<file path="config.mk">
export PLATFORM = sky130hd
export DESIGN_NAME = aes_msg_packer
export DESIGN_NICKNAME = d
export VERILOG_FILES = /design/src/rtl/aes_msg_packer.sv
export SDC_FILE = /design/constraint.sdc
export NUM_CORES = 1
export LEC_CHECK = 0
export CORE_ASPECT_RATIO = 0.5
export CORE_UTILIZATION = 64
export DETAILED_ROUTE_END_ITERATION = 10
export PLACE_DENSITY = 0.82
export SYNTH_ARGS = -nofsm -noshare
export SYNTH_HDL_FRONTEND = slang
export SYNTH_SLANG_ARGS = --single-unit
</file>
<file path="constraint.sdc">
create_clock -name clk -period 19 [get_ports clk]
set_clock_uncertainty 0.2 [all_clocks]
set_input_delay 3.8 -clock clk [delete_from_list [all_inputs] [get_ports clk]]
set_output_delay 3.8 -clock clk [all_outputs]
set_load 0.03 [all_outputs]
</file>
<file path="src/rtl/aes_msg_packer.sv">
// aes_msg_packer: gathers a 32-byte frame (16 plaintext bytes, then 16 key bytes)
// and emits it as four big-endian {plaintext, key} word pairs to an AES core.
module aes_msg_packer #(
  parameter int DATA_WIDTH     = 32,
  parameter int TIMEOUT_CYCLES = 1000000
) (
  input  logic                  clk,
  input  logic                  rst,
  input  logic [7:0]            byte_in,
  input  logic                  byte_valid_in,
  output logic                  byte_ready_out,
  output logic [DATA_WIDTH-1:0] plaintext_out,
  output logic [DATA_WIDTH-1:0] key_out,
  output logic                  MP_dv_out,
  output logic                  err_timeout_out
);

  localparam int                IDLE_W    = $clog2(TIMEOUT_CYCLES + 1);
  localparam logic [IDLE_W-1:0] IDLE_LAST = IDLE_W'(TIMEOUT_CYCLES - 1);

  typedef enum logic {
    COLLECT = 1'b0,
    EMIT    = 1'b1
  } state_t;

  state_t                r_state;
  state_t                w_stateNext;
  logic [4:0]            r_byteCnt;
  logic [4:0]            w_byteCntNext;
  logic [IDLE_W-1:0]     r_idleCnt;
  logic [IDLE_W-1:0]     w_idleCntNext;
  logic [1:0]            r_beat;
  logic [1:0]            w_beatNext;
  logic [127:0]          r_ptBuf;
  logic [127:0]          w_ptBufNext;
  logic [127:0]          r_keyBuf;
  logic [127:0]          w_keyBufNext;
  logic                  r_ready;
  logic                  r_dv;
  logic                  w_dvNext;
  logic                  r_err;
  logic                  w_errNext;
  logic [DATA_WIDTH-1:0] r_ptOut;
  logic [DATA_WIDTH-1:0] w_ptOutNext;
  logic [DATA_WIDTH-1:0] r_keyOut;
  logic [DATA_WIDTH-1:0] w_keyOutNext;
  logic                  w_accept;

  assign w_accept = byte_valid_in && r_ready;

  // Buffers shift left by a byte while collecting, so byte 0 lands in the top
  // byte of word 0; during EMIT they shift by a word so the top word is always next.
  always_comb begin
    w_stateNext   = r_state;
    w_byteCntNext = r_byteCnt;
    w_idleCntNext = r_idleCnt;
    w_beatNext    = r_beat;
    w_ptBufNext   = r_ptBuf;
    w_keyBufNext  = r_keyBuf;
    w_dvNext      = 1'b0;
    w_errNext     = 1'b0;
    w_ptOutNext   = '0;
    w_keyOutNext  = '0;
    case (r_state)
      COLLECT: begin
        if (w_accept) begin
          w_idleCntNext = '0;
          if (!r_byteCnt[4]) begin
            w_ptBufNext = {r_ptBuf[119:0], byte_in};
          end else begin
            w_keyBufNext = {r_keyBuf[119:0], byte_in};
          end
          if (r_byteCnt == 5'd31) begin
            w_stateNext   = EMIT;
            w_byteCntNext = '0;
            w_beatNext    = '0;
            w_dvNext      = 1'b1;
            w_ptOutNext   = w_ptBufNext[127:96];
            w_keyOutNext  = w_keyBufNext[127:96];
          end else begin
            w_byteCntNext = r_byteCnt + 5'd1;
          end
        end else if (r_byteCnt != 5'd0) begin
          // An accepted byte always takes priority over an expiring idle count.
          if (r_idleCnt == IDLE_LAST) begin
            w_byteCntNext = '0;
            w_idleCntNext = '0;
            w_ptBufNext   = '0;
            w_keyBufNext  = '0;
            w_errNext     = 1'b1;
          end else begin
            w_idleCntNext = r_idleCnt + IDLE_W'(1);
          end
        end
      end
      EMIT: begin
        if (r_beat == 2'd3) begin
          w_stateNext  = COLLECT;
          w_beatNext   = '0;
          w_ptBufNext  = '0;
          w_keyBufNext = '0;
        end else begin
          w_beatNext   = r_beat + 2'd1;
          w_ptBufNext  = {r_ptBuf[95:0], 32'h0};
          w_keyBufNext = {r_keyBuf[95:0], 32'h0};
          w_dvNext     = 1'b1;
          w_ptOutNext  = w_ptBufNext[127:96];
          w_keyOutNext = w_keyBufNext[127:96];
        end
      end
      default: begin
        w_stateNext = COLLECT;
      end
    endcase
  end

  always_ff @(posedge clk or posedge rst) begin
    if (rst) begin
      r_state   <= COLLECT;
      r_byteCnt <= '0;
      r_idleCnt <= '0;
      r_beat    <= '0;
      r_ptBuf   <= '0;
      r_keyBuf  <= '0;
      r_ready   <= 1'b1;
      r_dv      <= 1'b0;
      r_err     <= 1'b0;
      r_ptOut   <= '0;
      r_keyOut  <= '0;
    end else begin
      r_state   <= w_stateNext;
      r_byteCnt <= w_byteCntNext;
      r_idleCnt <= w_idleCntNext;
      r_beat    <= w_beatNext;
      r_ptBuf   <= w_ptBufNext;
      r_keyBuf  <= w_keyBufNext;
      r_ready   <= (w_stateNext == COLLECT);
      r_dv      <= w_dvNext;
      r_err     <= w_errNext;
      r_ptOut   <= w_ptOutNext;
      r_keyOut  <= w_keyOutNext;
    end
  end

  assign byte_ready_out  = r_ready;
  assign MP_dv_out       = r_dv;
  assign plaintext_out   = r_ptOut;
  assign key_out         = r_keyOut;
  assign err_timeout_out = r_err;

endmodule
</file>
==> reports/metrics.json <==
{
  "cts": {
    "cts_tree": "yes",
    "ctsResizeCount": 0,
    "cts-buffers-inserted": 29,
    "clock_tree.buffer_depth": 3,
    "clkLatencyLatePin_ns": 0.56,
    "postCtsSetupBuffers": 0,
    "cts_max_level": 1,
    "cts.clk_slew.worst_paths_ns": 0.07,
    "cts.sink_count": 350,
    "hold_bufs_at_cts": 0,
    "root_buffer": "clkbuf_16"
  },
  "die": {
    "design.portCount": 78,
    "die-height_um": 109.7,
    "die_w_um": 217.4,
    "initial_utilization_pct": 66.88,
    "die-area_um2": 23850,
    "core_area_um2": 22200,
    "row_count": 38
  },
  "sta": {
    "highest_clock_rate_mhz": 154.5,
    "period_share_pct": 34.08,
    "report.final.slew_viol_count": 0,
    "maxSlewHeadroom_pct": 17.92,
    "period_minus_slack_ns": 6.475,
    "fin_setup_tns_ns": 0,
    "transition_at_the_pin_with_the_smallest_max_transition_slack_ns": 1.231,
    "final-hold-violation-count": 0,
    "worst_hold_slack_ns": 0.2848,
    "rsz_0062_raised_after_global_routing": "no",
    "worst_slack_ns": 12.53,
    "setup_viol": 0
  },
  "final_layout": {
    "multi_input_comb_area_um2": 5648,
    "antennaDiodeCount": 0,
    "final-seq-area_um2": 8763,
    "final_layout_size_suffix_gt1_share_pct": 8.055,
    "area.growth.synth_to_final_pct": 12.11,
    "layout_fillers": 1453,
    "final_net_count": 1312,
    "finalInstanceArea_um2": 16650,
    "post_layout_nonfiller_instances": 1616
  },
  "setup_path": {
    "timing_worst_setup_path_type": "input port to flip-flop",
    "worstSetupEndpointType": "flip-flop",
    "path_cells": "clkdlybuf4s50_1 -> nand2_1 -> nand2_1 -> a31oi_2 -> buf_4 -> or2_4 -> buf_4 -> a221o_1",
    "worst-endpoint-arrival_ns": 6.77,
    "critPathSlowestCell": "buf_4",
    "worst_path_largest_cell_delay_ns": 0.76,
    "required_time_of_the_critical_path_ns": 19.29,
    "cp_max_fo": 92,
    "start_kind": "input port"
  },
  "detailed_routing": {
    "route.detailed.drc": 0,
    "drt_wl_total_mm": 30.51,
    "ant_nets": 0,
    "drt_pass1_iterations": 5,
    "avgViaCountPerCell": 6.398,
    "vias": 10339,
    "drtIter0Drc": 974,
    "detail_route.wl_per_cell_um": 18.88
  },
  "synth": {
    "mappedNetlistArea_um2": 14850,
    "synthDistinctLibCells": 41,
    "yosys_warnings": 0,
    "yosysSeqAreaShare_pct": 58.99,
    "synthesis_stage_register_bit_count": 350,
    "syn_avg_cell_area_um2": 11.64,
    "instance_count_of_the_mapped_netlist": 1276,
    "mappedNetlistNets": 1292
  },
  "global_routing": {
    "number_of_antenna_violations_at_the_first_check_in_global_routing": 0,
    "global_route.usage.total_pct": 26.71,
    "first_global_vias": 9944,
    "largest_net_degree_at_the_start_of_global_routing": 140,
    "global_route.overflow_total": 0,
    "grt_pass1_wl_mm": 51.63
  },
  "placed_design": {
    "placed_cell_area_um2": 15710,
    "pre_cts_ws_ns": 12.02,
    "placedCellCount": 1565,
    "gp_congestion": 0.8307,
    "dp_hpwl_mm": 17.87,
    "port_buffers": 77
  },
  "worst_hold_path": {
    "min-delay-path-class": "flip-flop to flip-flop"
  },
  "power_and_ir_drop": {
    "cellLeakagePower_nw": 8.736,
    "worst_ir_drop_vdd_mv": 0.08292,
    "powerDensity_nw_per_um2": 115.4
  },
  "run": {
    "drv.max_cap_violation_count": 0
  },
  "run_status": {
    "run_status": "complete, no violations"
  }
}
layer usage:
layer / global-route usage [%] / routed length [um]
met2: 42.79 / 14460
met5: 0 / 0
met4: 6.640 / 629
met3: 3.928 / 1420
met1: 39.01 / 14000
path summary, 6_finish.rpt:
| kind | from | cells after the start | slack, ns | endpoint |
|---|---|---|---|---|
| min | r_ptBuf[125]$_DFFE_PP0P_ | 2 | 0.28 | r_ptBuf[125]$_DFFE_PP0P_ |
| min in group asynchronous | rst | 2 | 3.63 | key_out[22]$_DFF_PP0_ |
| max reg2reg | r_byteCnt[4]$_DFFE_PP0P_ | 6 | 15.14 | r_keyBuf[106]$_DFFE_PP0P_ |
| min reg2reg | r_ptBuf[125]$_DFFE_PP0P_ | 2 | 0.28 | r_ptBuf[125]$_DFFE_PP0P_ |
| max in group asynchronous | rst | 4 | 12.72 | r_ptBuf[68]$_DFFE_PP0P_ |
| max | byte_valid_in | 8 | 12.53 | r_keyBuf[106]$_DFFE_PP0P_ |
flip-flops by register name (all words and copies together) (netlist names):
register,flops
MP_dv_out,1
byte_ready_out,1
err_timeout_out,1
key_out,32
plaintext_out,32
r_beat,2
r_byteCnt,5
r_idleCnt,20
r_keyBuf,128
r_ptBuf,128
cell families after synthesis:
family / after synthesis / synth area share [%]
mux: 65 / 4.660
simple gates: 271 / 8.173
xor+xnor: 1 / 0.05899
flops: 350 / 58.99
compound gates: 472 / 24.44
buf+inv: 112 / 3.261
fa+ha+maj: 5 / 0.4213
cell type report:
class | instances | area share, %
sequential | 350 | 52.64
multi-input combinational | 814 | 33.93
timing repair buffer | 91 | 5.261
clock buffer | 40 | 4.848
tap | 300 | 2.255
clock inverter | 11 | 0.7967
inverter | 10 | 0.2706
through the flow:
| stage | power (mW) | util, % |
|---|---|---|
| final | 1.922 | 74.97 |
| after global routing | 2.015 | 74.97 |
| after CTS | 1.932 | 74.97 |
| after detailed placement | 1.329 | 70.74 |
| after global placement | 1.307 | 70.74 |
| after floorplan | 1.242 | - |
Yosys cell counts (all sizes together):
master,count,area (um2)
a211oi,1,7.510
a31oi,17,112.6
o311ai,1,8.760
a41oi,4,35.03
o31ai,2,15.01
nand2,91,341.6
xor2,1,8.760
nand4,4,25.02
dfstp,1,26.28
and3,5,31.28
nor4,3,33.78
o21ai,16,80.07
and2,35,219.0
ha,5,62.56
clkbuf,68,255.2
nand2b,2,12.51
nor4b,1,8.760
mux2i,32,320.3
nor3,6,30.03
a21oi,76,380.4
a221o,33,330.3
a22o,193,1690
nor2,106,397.9
dfrtp,349,8733
buf,34,191.4
or3b,1,8.760
nand4bb,1,11.26
or3,1,6.260
or4b,1,10.01
nand3,12,65.06
a21o,129,968.4
inv,10,37.54
or2,2,12.51
mux2,33,371.6
critical path, delay by kind of cell:
family | cells | cell delay (ns)
simple gates | 3 | 0.86
buf+inv | 3 | 1.55
compound gates | 2 | 0.45
layout by cell type, fill, tap and decap left out, drive strengths merged, types with 7 or more instances in the layout:
| cell | count |
|---|---|
| a21o | 129 |
| dfrtp | 349 |
| nor2 | 106 |
| mux2 | 33 |
| o21ai | 16 |
| clkdlybuf4s50 | 77 |
| mux2i | 32 |
| a21oi | 76 |
| buf | 14 |
| inv | 10 |
| clkinv | 7 |
| clkbuf | 40 |
| a31oi | 17 |
| a22o | 193 |
| and2 | 35 |
| a221o | 33 |
| nand3 | 12 |
| nand2 | 91 |
power breakdown:
| group | internal (mW) | total, mW | switching, mW | leakage, nW |
|---|---|---|---|---|
| Clock | 0.337 | 0.600 | 0.263 | 0.464 |
| Combinational | 0.146 | 0.322 | 0.176 | 3.49 |
| Sequential | 0.873 | 0.999 | 0.126 | 4.79 |
| Total | 1.36 | 1.92 | 0.566 | 8.74 |
Power figures use the tool's default switching activity.
